File: src/rtl/sdpb_byte_streamer_if.sv
// sdpb_byte_streamer_if: SDPB port-B read bus plus the outgoing byte stream.
// master = streamer side, slave = RAM/sink side.
interface sdpb_byte_streamer_if #(
    parameter int ADDR_W = 7,
    parameter int DATA_W = 16
);
    logic              mem_ceb;
    logic              mem_oce;
    logic [ADDR_W-1:0] mem_adb;
    logic [DATA_W-1:0] mem_dout;
    logic [7:0]        m_data;
    logic              m_valid;
    logic              m_ready;
    modport master (output mem_ceb, mem_oce, mem_adb, m_data, m_valid, input mem_dout, m_ready);
    modport slave  (input mem_ceb, mem_oce, mem_adb, m_data, m_valid, output mem_dout, m_ready);
endinterface

File: src/rtl/sdpb_byte_streamer.sv
// sdpb_byte_streamer: reads a wrapping run of 16-bit words from SDPB port B and
// emits each one as two bytes on a valid/ready stream, one word in flight at a time.
module sdpb_byte_streamer #(
    parameter int ADDR_W     = 7,
    parameter int DATA_W     = 16,
    parameter int RD_LATENCY = 1,
    parameter bit MSB_FIRST  = 1
) (
    input  logic                clk,
    input  logic                rst_n,
    input  logic                start,
    input  logic                abort,
    input  logic [ADDR_W-1:0]   start_addr,
    input  logic [7:0]          len,
    output logic                busy,
    output logic                done,
    sdpb_byte_streamer_if.master bus
);
    localparam int DEPTH = 1 << ADDR_W;
    typedef enum logic [2:0] {IDLE, ISSUE, WAIT, BYTE0, BYTE1, FIN} state_t;
    state_t            state, state_nx;
    logic [ADDR_W-1:0] addr_q;
    logic [ADDR_W:0]   rem_q;
    logic [ADDR_W:0]   len_sat;
    logic [1:0]        wcnt_q;
    logic [DATA_W-1:0] word_q;
    logic              last_wait;
    logic              hs;
    logic              accept;
    assign len_sat   = (int'(len) > DEPTH) ? (ADDR_W+1)'(DEPTH) : (ADDR_W+1)'(len);
    assign last_wait = wcnt_q == 2'(RD_LATENCY - 1);
    assign hs        = bus.m_valid && bus.m_ready;
    assign accept    = state == IDLE && start && len != 8'd0;
    always_ff @(posedge clk or negedge rst_n) begin
        if (!rst_n) begin
            state  <= IDLE;
            addr_q <= '0;
            rem_q  <= '0;
            wcnt_q <= '0;
            word_q <= '0;
        end else begin
            state  <= state_nx;
            wcnt_q <= state == WAIT ? wcnt_q + 2'd1 : 2'd0;
            if (accept) begin
                addr_q <= start_addr;
                rem_q  <= len_sat;
            end
            if (state == BYTE1 && hs) begin
                addr_q <= addr_q + 1'b1;
                rem_q  <= rem_q - 1'b1;
            end
            if (state == WAIT && last_wait) word_q <= bus.mem_dout;
        end
    end
    always_comb begin
        state_nx = state;
        case (state)
            IDLE:    if (start) state_nx = len == 8'd0 ? FIN : ISSUE;
            ISSUE:   state_nx = WAIT;
            WAIT:    if (last_wait) state_nx = BYTE0;
            BYTE0:   if (hs) state_nx = BYTE1;
            BYTE1:   if (hs) state_nx = rem_q == (ADDR_W+1)'(1) ? FIN : ISSUE;
            default: state_nx = IDLE;
        endcase
        // abort overrides everything once a transfer is running; IDLE ignores it so start wins
        if (busy && abort) state_nx = FIN;
    end
    assign busy        = state == ISSUE || state == WAIT || state == BYTE0 || state == BYTE1;
    assign done        = state == FIN;
    assign bus.mem_ceb = state == ISSUE;
    assign bus.mem_oce = RD_LATENCY == 2 && state == WAIT && last_wait;
    assign bus.mem_adb = addr_q;
    assign bus.m_valid = state == BYTE0 || state == BYTE1;
    assign bus.m_data  = state == BYTE0 ? (MSB_FIRST ? word_q[15:8] : word_q[7:0]) :
                         state == BYTE1 ? (MSB_FIRST ? word_q[7:0] : word_q[15:8]) : 8'd0;
endmodule

File: src/flat_wrapper.sv
// flat-port wrapper written by rule: the top's interface ports become plain ports
module sdpb_byte_streamer_flat 
#(
    parameter int ADDR_W     = 7,
    parameter int DATA_W     = 16,
    parameter int RD_LATENCY = 1,
    parameter bit MSB_FIRST  = 1
)
  (clk, rst_n, start, abort, start_addr, len, busy, done, bus_mem_ceb, bus_mem_oce, bus_mem_adb, bus_m_data, bus_m_valid, bus_mem_dout, bus_m_ready);
  sdpb_byte_streamer_if #(.ADDR_W(ADDR_W), .DATA_W(DATA_W)) bus_i ();
  input  logic clk;
  input  logic rst_n;
  input  logic start;
  input  logic abort;
  input  logic [ADDR_W-1:0] start_addr;
  input  logic [7:0] len;
  output logic busy;
  output logic done;
  output wire logic [$bits(bus_i.mem_ceb)-1:0] bus_mem_ceb;
  output wire logic [$bits(bus_i.mem_oce)-1:0] bus_mem_oce;
  output wire logic [$bits(bus_i.mem_adb)-1:0] bus_mem_adb;
  output wire logic [$bits(bus_i.m_data)-1:0] bus_m_data;
  output wire logic [$bits(bus_i.m_valid)-1:0] bus_m_valid;
  input wire logic [$bits(bus_i.mem_dout)-1:0] bus_mem_dout;
  input wire logic [$bits(bus_i.m_ready)-1:0] bus_m_ready;
  assign bus_mem_ceb = bus_i.mem_ceb;
  assign bus_mem_oce = bus_i.mem_oce;
  assign bus_mem_adb = bus_i.mem_adb;
  assign bus_m_data = bus_i.m_data;
  assign bus_m_valid = bus_i.m_valid;
  assign bus_i.mem_dout = bus_mem_dout;
  assign bus_i.m_ready = bus_m_ready;
  sdpb_byte_streamer #(.ADDR_W(ADDR_W), .DATA_W(DATA_W), .RD_LATENCY(RD_LATENCY), .MSB_FIRST(MSB_FIRST)) u_core (.clk(clk), .rst_n(rst_n), .start(start), .abort(abort), .start_addr(start_addr), .len(len), .busy(busy), .done(done), .bus(bus_i));
endmodule
File: config.mk
export PLATFORM = sky130hd
export DESIGN_NAME = sdpb_byte_streamer_flat
export DESIGN_NICKNAME = d
export VERILOG_FILES = /design/src/rtl/sdpb_byte_streamer_if.sv /design/src/rtl/sdpb_byte_streamer.sv /design/src/flat_wrapper.sv
export SDC_FILE = /design/constraint.sdc
export NUM_CORES = 1
export LEC_CHECK = 0
export ABC_CLOCK_PERIOD_IN_PS = 1700
export CAP_MARGIN = 10
export CELL_PAD_IN_SITES_DETAIL_PLACEMENT = 1
export CELL_PAD_IN_SITES_GLOBAL_PLACEMENT = 1
export CORE_MARGIN = 1.5
export CORE_UTILIZATION = 30
export CTS_CLUSTER_DIAMETER = 150
export CTS_CLUSTER_SIZE = 12
export DETAILED_ROUTE_END_ITERATION = 10
export DONT_BUFFER_PORTS = 1
export PLACE_DENSITY_LB_ADDON = 0.2
export SLEW_MARGIN = 20
export SYNTH_ARGS = -nofsm -noshare
export SYNTH_HDL_FRONTEND = slang
export SYNTH_SLANG_ARGS = --single-unit
File: constraint.sdc
create_clock -name clk -period 1.7 [get_ports clk]
set_input_delay 0.34 -clock clk [delete_from_list [all_inputs] [get_ports clk]]
set_output_delay 0.34 -clock clk [all_outputs]
set_load 0.01 [all_outputs]
=== Word level (Yosys, flattened, before mapping) ===
Index checks and enable logic that the tools add are counted.

* $add $sub $neg: 3
* Magnitude comparators: 1
* Equality and inequality tests: 10
* Muxes and demuxes: 16
* Reduce and logical (&&, ||, !) cells: 16

{| class="wikitable"
|+ Operator list
! kind !! count
|-
| 8-bit 2-to-1 mux || 5
|-
| 3-bit 2-to-1 mux || 7
|-
| 3-bit case mux with 5 select lines || 1
|-
| 7-bit 2-to-1 mux || 2
|-
| 8-bit by 1-bit == test with 1-bit output, second input constant || 1
|-
| 8-bit > comparator, second input constant || 1
|-
| 8-bit logical NOT || 1
|-
| 8-bit nonzero test || 1
|-
| 8-bit by 1-bit subtractor with 8-bit output, second input constant || 1
|-
| 7-bit by 1-bit adder with 7-bit output, second input constant || 1
|-
| 3-bit by 2-bit == test with 1-bit output, second input constant || 2
|-
| 3-bit == test, second input constant || 2
|-
| 1-bit logical AND || 6
|-
| 3-bit by 2-bit != test with 1-bit output, second input constant || 2
|-
| 1-bit logical OR || 4
|-
| 4-bit AND reduction || 1
|-
| 3-bit by 1-bit == test with 1-bit output, second input constant || 1
|-
| 3-bit logical NOT || 1
|-
| 3-bit by 1-bit != test with 1-bit output, second input constant || 1
|-
| 3-bit != test, second input constant || 1
|-
| 2-bit by 1-bit adder with 2-bit output, second input constant || 1
|-
| 2-bit logical NOT || 1
|-
| 2-bit 2-to-1 mux || 1
|-
| 2-bit nonzero test || 1
|}

* Bits in registers: 36
* Input port bits: 36
* Output and inout port bits: 20

=== Logic depth before layout (Yosys ltp) ===
* Depth after elaboration: 7
* Gate-level depth with buffers: 6
* Gate-level depth less buffers: 6

=== Least setup slack after synthesis ===
Ideal clock, no wire load.

* Kind: input to register
* Start point: input port len[4]
* End point: register u_core.addr_q[4] (netlist: u_core.bus.mem_adb[4])
* Library setup time: 0.123 ns
* Data arrival time: 1.542 ns
* Data required time: 1.577 ns
* Slack: 0.035 ns
* Stages on the path: 5
* Buffers on the path: 1
* Path through: or4_4 -> o21a_1 -> buf_6 -> a21o_1 -> o221a_1

* Word-level cells in the longest chain between the ends: 3

{| class="wikitable"
|+ Ends and longest elaborated chain
! what !! line !! text
|-
| from (decl) || flat_wrapper.sv:16 || <nowiki>input logic [7:0] len;</nowiki>
|-
| 8-bit nonzero test || sdpb_byte_streamer.sv:33 || <nowiki>assign accept = state == IDLE && start && len != 8'd0;</nowiki>
|-
| 1-bit logical AND || sdpb_byte_streamer.sv:33 ||
|-
| 2-bit nonzero test (no source line) || - ||
|-
| to (signal assigned) || sdpb_byte_streamer.sv:45 || <nowiki>addr_q <= start_addr;</nowiki>
|-
| to (signal assigned) || sdpb_byte_streamer.sv:49 || <nowiki>addr_q <= addr_q + 1'b1;</nowiki>
|-
| to (decl) || sdpb_byte_streamer.sv:22 || <nowiki>logic [ADDR_W-1:0] addr_q;</nowiki>
|}

Every way passes these cells.
A chain may end at the register's enable or synchronous reset.

=== Worst setup path after layout ===
* Start point: register u_core.state[0]
* End point: register u_core.rem_q[4]

* Word-level cells in the longest chain between the ends: 5

{| class="wikitable"
|+ Ends and longest elaborated chain
! what !! line !! text
|-
| from (decl) || sdpb_byte_streamer.sv:21 || <nowiki>state_t state, state_nx;</nowiki>
|-
| from (signal assigned) || sdpb_byte_streamer.sv:42 || <nowiki>state <= state_nx;</nowiki>
|-
| 3-bit by 2-bit == test with 1-bit output / 3-bit == test (equally long branches) || sdpb_byte_streamer.sv:73, sdpb_byte_streamer.sv:48 ||
|-
| 1-bit logical OR || sdpb_byte_streamer.sv:73 || <nowiki>assign bus.m_valid = state == BYTE0 || state == BYTE1;</nowiki>
|-
| 1-bit logical AND || sdpb_byte_streamer.sv:32 || <nowiki>assign hs = bus.m_valid && bus.m_ready;</nowiki>
|-
| 1-bit logical AND || sdpb_byte_streamer.sv:48 || <nowiki>if (state == BYTE1 && hs) begin</nowiki>
|-
| 8-bit 2-to-1 mux / 2-bit nonzero test (equally long branches) || - ||
|-
| to (signal assigned) || sdpb_byte_streamer.sv:46 || <nowiki>rem_q <= len_sat;</nowiki>
|-
| to (signal assigned) || sdpb_byte_streamer.sv:50 || <nowiki>rem_q <= rem_q - 1'b1;</nowiki>
|-
| to (decl) || sdpb_byte_streamer.sv:23 || <nowiki>logic [ADDR_W:0] rem_q;</nowiki>
|}

Several ways; a longest one is shown, not always the timed one.

==> results.txt <==
Across all register-to-register paths, the minimum setup slack is 0.01 ns. The area of all placed cells without fillers came out at 0.00244 mm^2. The worst register-to-register path has a depth of 5.

The cell area after synthesis is 0.00197 mm^2. The final-report max-slew violation count is 0. The tightest min-delay check is of the input port to flip-flop type.

The layout cell share with drive strength beyond 1 came out at 0.294. Setup repair after global routing could not meet its margin everywhere. The post-route clock period utilization is 0.994. The repair_antennas step left the layout with diodes totalling 0. The start point of the worst min-delay path is abort.

In this run the critical register-to-register path is captured at u_core.rem_q[4]. Internal power comes to 2.78 mW. Of the total power, registers draw 0.376.

The switching power total came out at 1.70 mW. STA classifies the critical path startpoint as a flip-flop. The filler cell count in the final layout is 707. The number of buffers inserted by port buffering came out at 0.

After global routing the overflow that remains totals 0. The critical path goes through buf_4, and4bb_2, nand2_1, o311ai_1, o211ai_1. The main flop type after synthesis is sky130_fd_sc_hd__dfrtp_1. The number of buffers between clock root and the deepest sink is 2. The initial utilization of the core area, before any placement, comes to 0.311. The worst setup slack after placement came out at -0.0340 ns. Entering global routing, the biggest net connects 37 pins. The maximum level of the CTS H-tree is 2. Averaged over all synthesized cells, the footprint is 10.5 um^2. The total routing usage reported by global routing is 0.150. The average vias per placed instance came out at 5.48.

The detailed router placed 1595 vias in this run. The worst register-to-register path begins at u_core.state[0]. The proportion of synthesized flip-flops having asynchronous set or reset is 1.00. The utilization after layout came out at 0.384. The max-cap violation count is 0. The number of iterations in the first detailed-routing pass is 4. The worst setup path is captured at a flip-flop. The maximum achievable frequency came out at 0.592 GHz. For this run, the slowest stage of the critical path takes 0.46 ns. The worst hold slack is 0.108 ns. The register clock-pin slew on the reported worst setup and hold paths is 0.08 ns. The routed wire length came out at 5150 um. The part of the Yosys area used for sequential elements came out at 0.457.

The clock latency on the worst-skew pair is 0.29 ns. Counting I/O delays and the setup requirement, the final critical path takes 1.69 ns. After floorplanning, the core was sized to cover 0.00635 mm^2. In the routed design, unresolved DRC markers number 0.

The required time of the critical path is 1.86 ns. The height of the die came out at 84.1 um. The first-pass GRT wire length came out at 8450 um.

The number of instances in the synthesized netlist came out at 188. Dividing the detail-routed wire length by the instance count gives 17.7 um. The number of sinks handled by clock tree synthesis came out at 36. The net total in the final layout came out at 253.

The final HPWL from detailed placement came out at 3780 um. Of the total power, the share spent switching nets is 0.380. After detailed placement, the total cell area comes to 0.00214 mm^2. The total die area came out at 0.00707 mm^2. For hold timing, the worst endpoint is u_core.state[1]. The detail route stage leaves a number of antenna-violating nets equal to 0. The slowest stage of the critical path belongs to the cell sky130_fd_sc_hd__dfrtp_2. The worst voltage drop across the vdd grid came out at 0.679 mV.

In this run, distinct cell masters in the synthesized netlist total 48. The number of nets in the synthesized netlist is 228. The power per cell area is 1840 mW/mm^2. The number of core rows came out at 29. The placer's final routability congestion estimate is 0.832. The share of total power in combinational logic came out at 0.455. The number of warning messages in the yosys log came out at 0. The number of hold violations in the final report came out at 0. Counting the buffers created by CTS gives 5.

The synthesis-to-finish area growth came out at 23.7%. The number of DRC violations after detailed-routing iteration 0 is 41. In this run the worst path has a maximum fanout of 9.

On the final layout, the worst clock skew is 0.00980 ns. TritonCTS built the clock tree. The type of the worst setup path is flip-flop to flip-flop. The number of global-route vias before repair is 1658. The initial antenna violation count came out at 0. The clock network fraction of design power came out at 0.169. The setup-violating endpoint count in the final report came out at 0. In this run the static leakage power is 1.05 nW. The run finished with clean final reports. The cell chosen for the clock root is sky130_fd_sc_hd__clkbuf_8. Pin placement for this block handled 56 I/O pins.

At the worst endpoint, the arrival time is 1.85 ns. The die outline width came out at 84.1 um. The hold path depth came out at 1. The smallest setup slack after layout came out at 0.00980 ns. Yosys mapped a number of flops with a built-in enable equal to 0. The number of synthesized register bits came out at 36.
## metrics by stage
| step | setup TNS [ns] | std cells | power [mW] |
|---|---|---|---|
| floorplan | 0 | 188 | 2.86 |
| global placement | -0.0179 | 271 | 3.34 |
| detailed placement | -0.0561 | 271 | 3.42 |
| CTS | 0 | 287 | 4.36 |
| global route | -0.372 | 291 | 4.84 |
| finish | 0 | 291 | 4.48 |
## synthesized netlist by cell type (5+ instances only)
library cell               instances  share of area
sky130_fd_sc_hd__dfrtp_1          36           0.46
sky130_fd_sc_hd__nand2_1          13          0.025
sky130_fd_sc_hd__nand3_1          11          0.028
sky130_fd_sc_hd__nor2_1           10          0.019
sky130_fd_sc_hd__mux2_1            9          0.051
sky130_fd_sc_hd__a22o_1            8          0.036
sky130_fd_sc_hd__o211ai_1          8          0.030
sky130_fd_sc_hd__and3_1            7          0.022
sky130_fd_sc_hd__mux2_2            7          0.040
sky130_fd_sc_hd__inv_1             6          0.011
sky130_fd_sc_hd__nor3_1            6          0.015
sky130_fd_sc_hd__a21oi_1           5          0.013
## critical path, delay by kind of cell (launching register included)
| kind | cells | cell delay (ns) |
|---|---|---|
| AND/OR/NAND/NOR | 2 | 0.55 |
| flip-flops | 1 | 0.46 |
| buffers and inverters | 1 | 0.15 |
| AO/OA/AOI/OAI | 2 | 0.40 |
## final cells by class
class / count / area (um^2) / area share
clock inverters: 3 / 42.5 / 0.0174
clock buffers: 5 / 68.8 / 0.0282
multi-input cells: 136 / 1050 / 0.431
inverters: 6 / 25.0 / 0.0103
repair buffers: 28 / 253 / 0.104
flip-flops and latches: 36 / 905 / 0.371
well taps: 77 / 96.3 / 0.0395
## registers in the layout, indices dropped and copies added (netlist names)
signal	cells
u_core.wcnt_q	2
u_core.word_q	16
u_core.bus.mem_adb	7
u_core.state	3
u_core.rem_q	8
## layer usage
metal / track usage / routed length (um) / part of all wire
met1: 0.195 / 2410 / 0.47
met2: 0.246 / 2450 / 0.48
met3: 0.0406 / 229 / 0.044
met4: 0.0447 / 61 / 0.012
met5: 0 / 0 / 0
## worst max path at each step
stage               startpoint                    end  slack [ns]  cells after the start
2_1_floorplan           len[4]  u_core.bus.mem_adb[4]        0.03                      5
3_3_place_gp            len[4]  u_core.bus.mem_adb[4]       -0.02                      5
3_5_place_dp            len[4]  u_core.bus.mem_adb[4]       -0.03                      5
4_1_cts        u_core.state[1]          bus_m_data[0]       0.002                      3
5_1_grt        u_core.state[0]        u_core.rem_q[4]       -0.09                      5
6_report       u_core.state[0]        u_core.rem_q[4]        0.01                      5
## cell usage in the layout (no fill, tap or decap), types with 3 or more instances in the layout
master / synthesis / layout
sky130_fd_sc_hd__buf_6: 2 / 4
sky130_fd_sc_hd__buf_4: 1 / 21
sky130_fd_sc_hd__a211oi_1: 3 / 3
sky130_fd_sc_hd__a22o_4: 0 / 4
sky130_fd_sc_hd__and2_1: 3 / 3
sky130_fd_sc_hd__nor3b_1: 3 / 3
sky130_fd_sc_hd__a21oi_1: 5 / 5
sky130_fd_sc_hd__o21ai_0: 4 / 4
sky130_fd_sc_hd__o211ai_1: 8 / 8
sky130_fd_sc_hd__nor2_1: 10 / 9
sky130_fd_sc_hd__mux2_1: 9 / 9
sky130_fd_sc_hd__nand3_1: 11 / 11
sky130_fd_sc_hd__and3_1: 7 / 5
sky130_fd_sc_hd__clkbuf_8: 0 / 5
sky130_fd_sc_hd__inv_1: 6 / 5
sky130_fd_sc_hd__a22o_1: 8 / 4
sky130_fd_sc_hd__dfrtp_1: 36 / 33
sky130_fd_sc_hd__mux2_2: 7 / 7
sky130_fd_sc_hd__dfrtp_2: 0 / 3
sky130_fd_sc_hd__nand2_1: 13 / 13
sky130_fd_sc_hd__nor3_1: 6 / 5
sky130_fd_sc_hd__ha_1: 4 / 4
## kinds of logic after synthesis
kind of cell | count (synthesis) | share of synthesized area
xor gates and xnor gates | 3 | 0.0133
adders and majority gates | 4 | 0.0254
and+or+nand+nor | 67 | 0.199
other | 1 | 0.00190
AOI/OAI and AO/OA | 43 | 0.161
buffers and inverters | 16 | 0.0412
DFF | 36 | 0.457
muxes | 18 | 0.101
## timing repair
action	CTS	global route
endpoints found under the setup margin	12	19
endpoints found under the hold margin	36	0
hold buffers	2	0
pin swaps	0	7
cloned	0	0
resized for setup	8	11
setup buffers	6	4
## power by group through the flow
stage               logic, mW  clock network, mW  registers [mW]
floorplan                1.29                  0            1.57
global placement         1.66                  0            1.67
detailed placement       1.72                  0            1.71
CTS                      1.92              0.786            1.66
global route             2.27              0.821            1.75
finish                   2.04              0.757            1.68
Power figures use the tool's default switching activity.
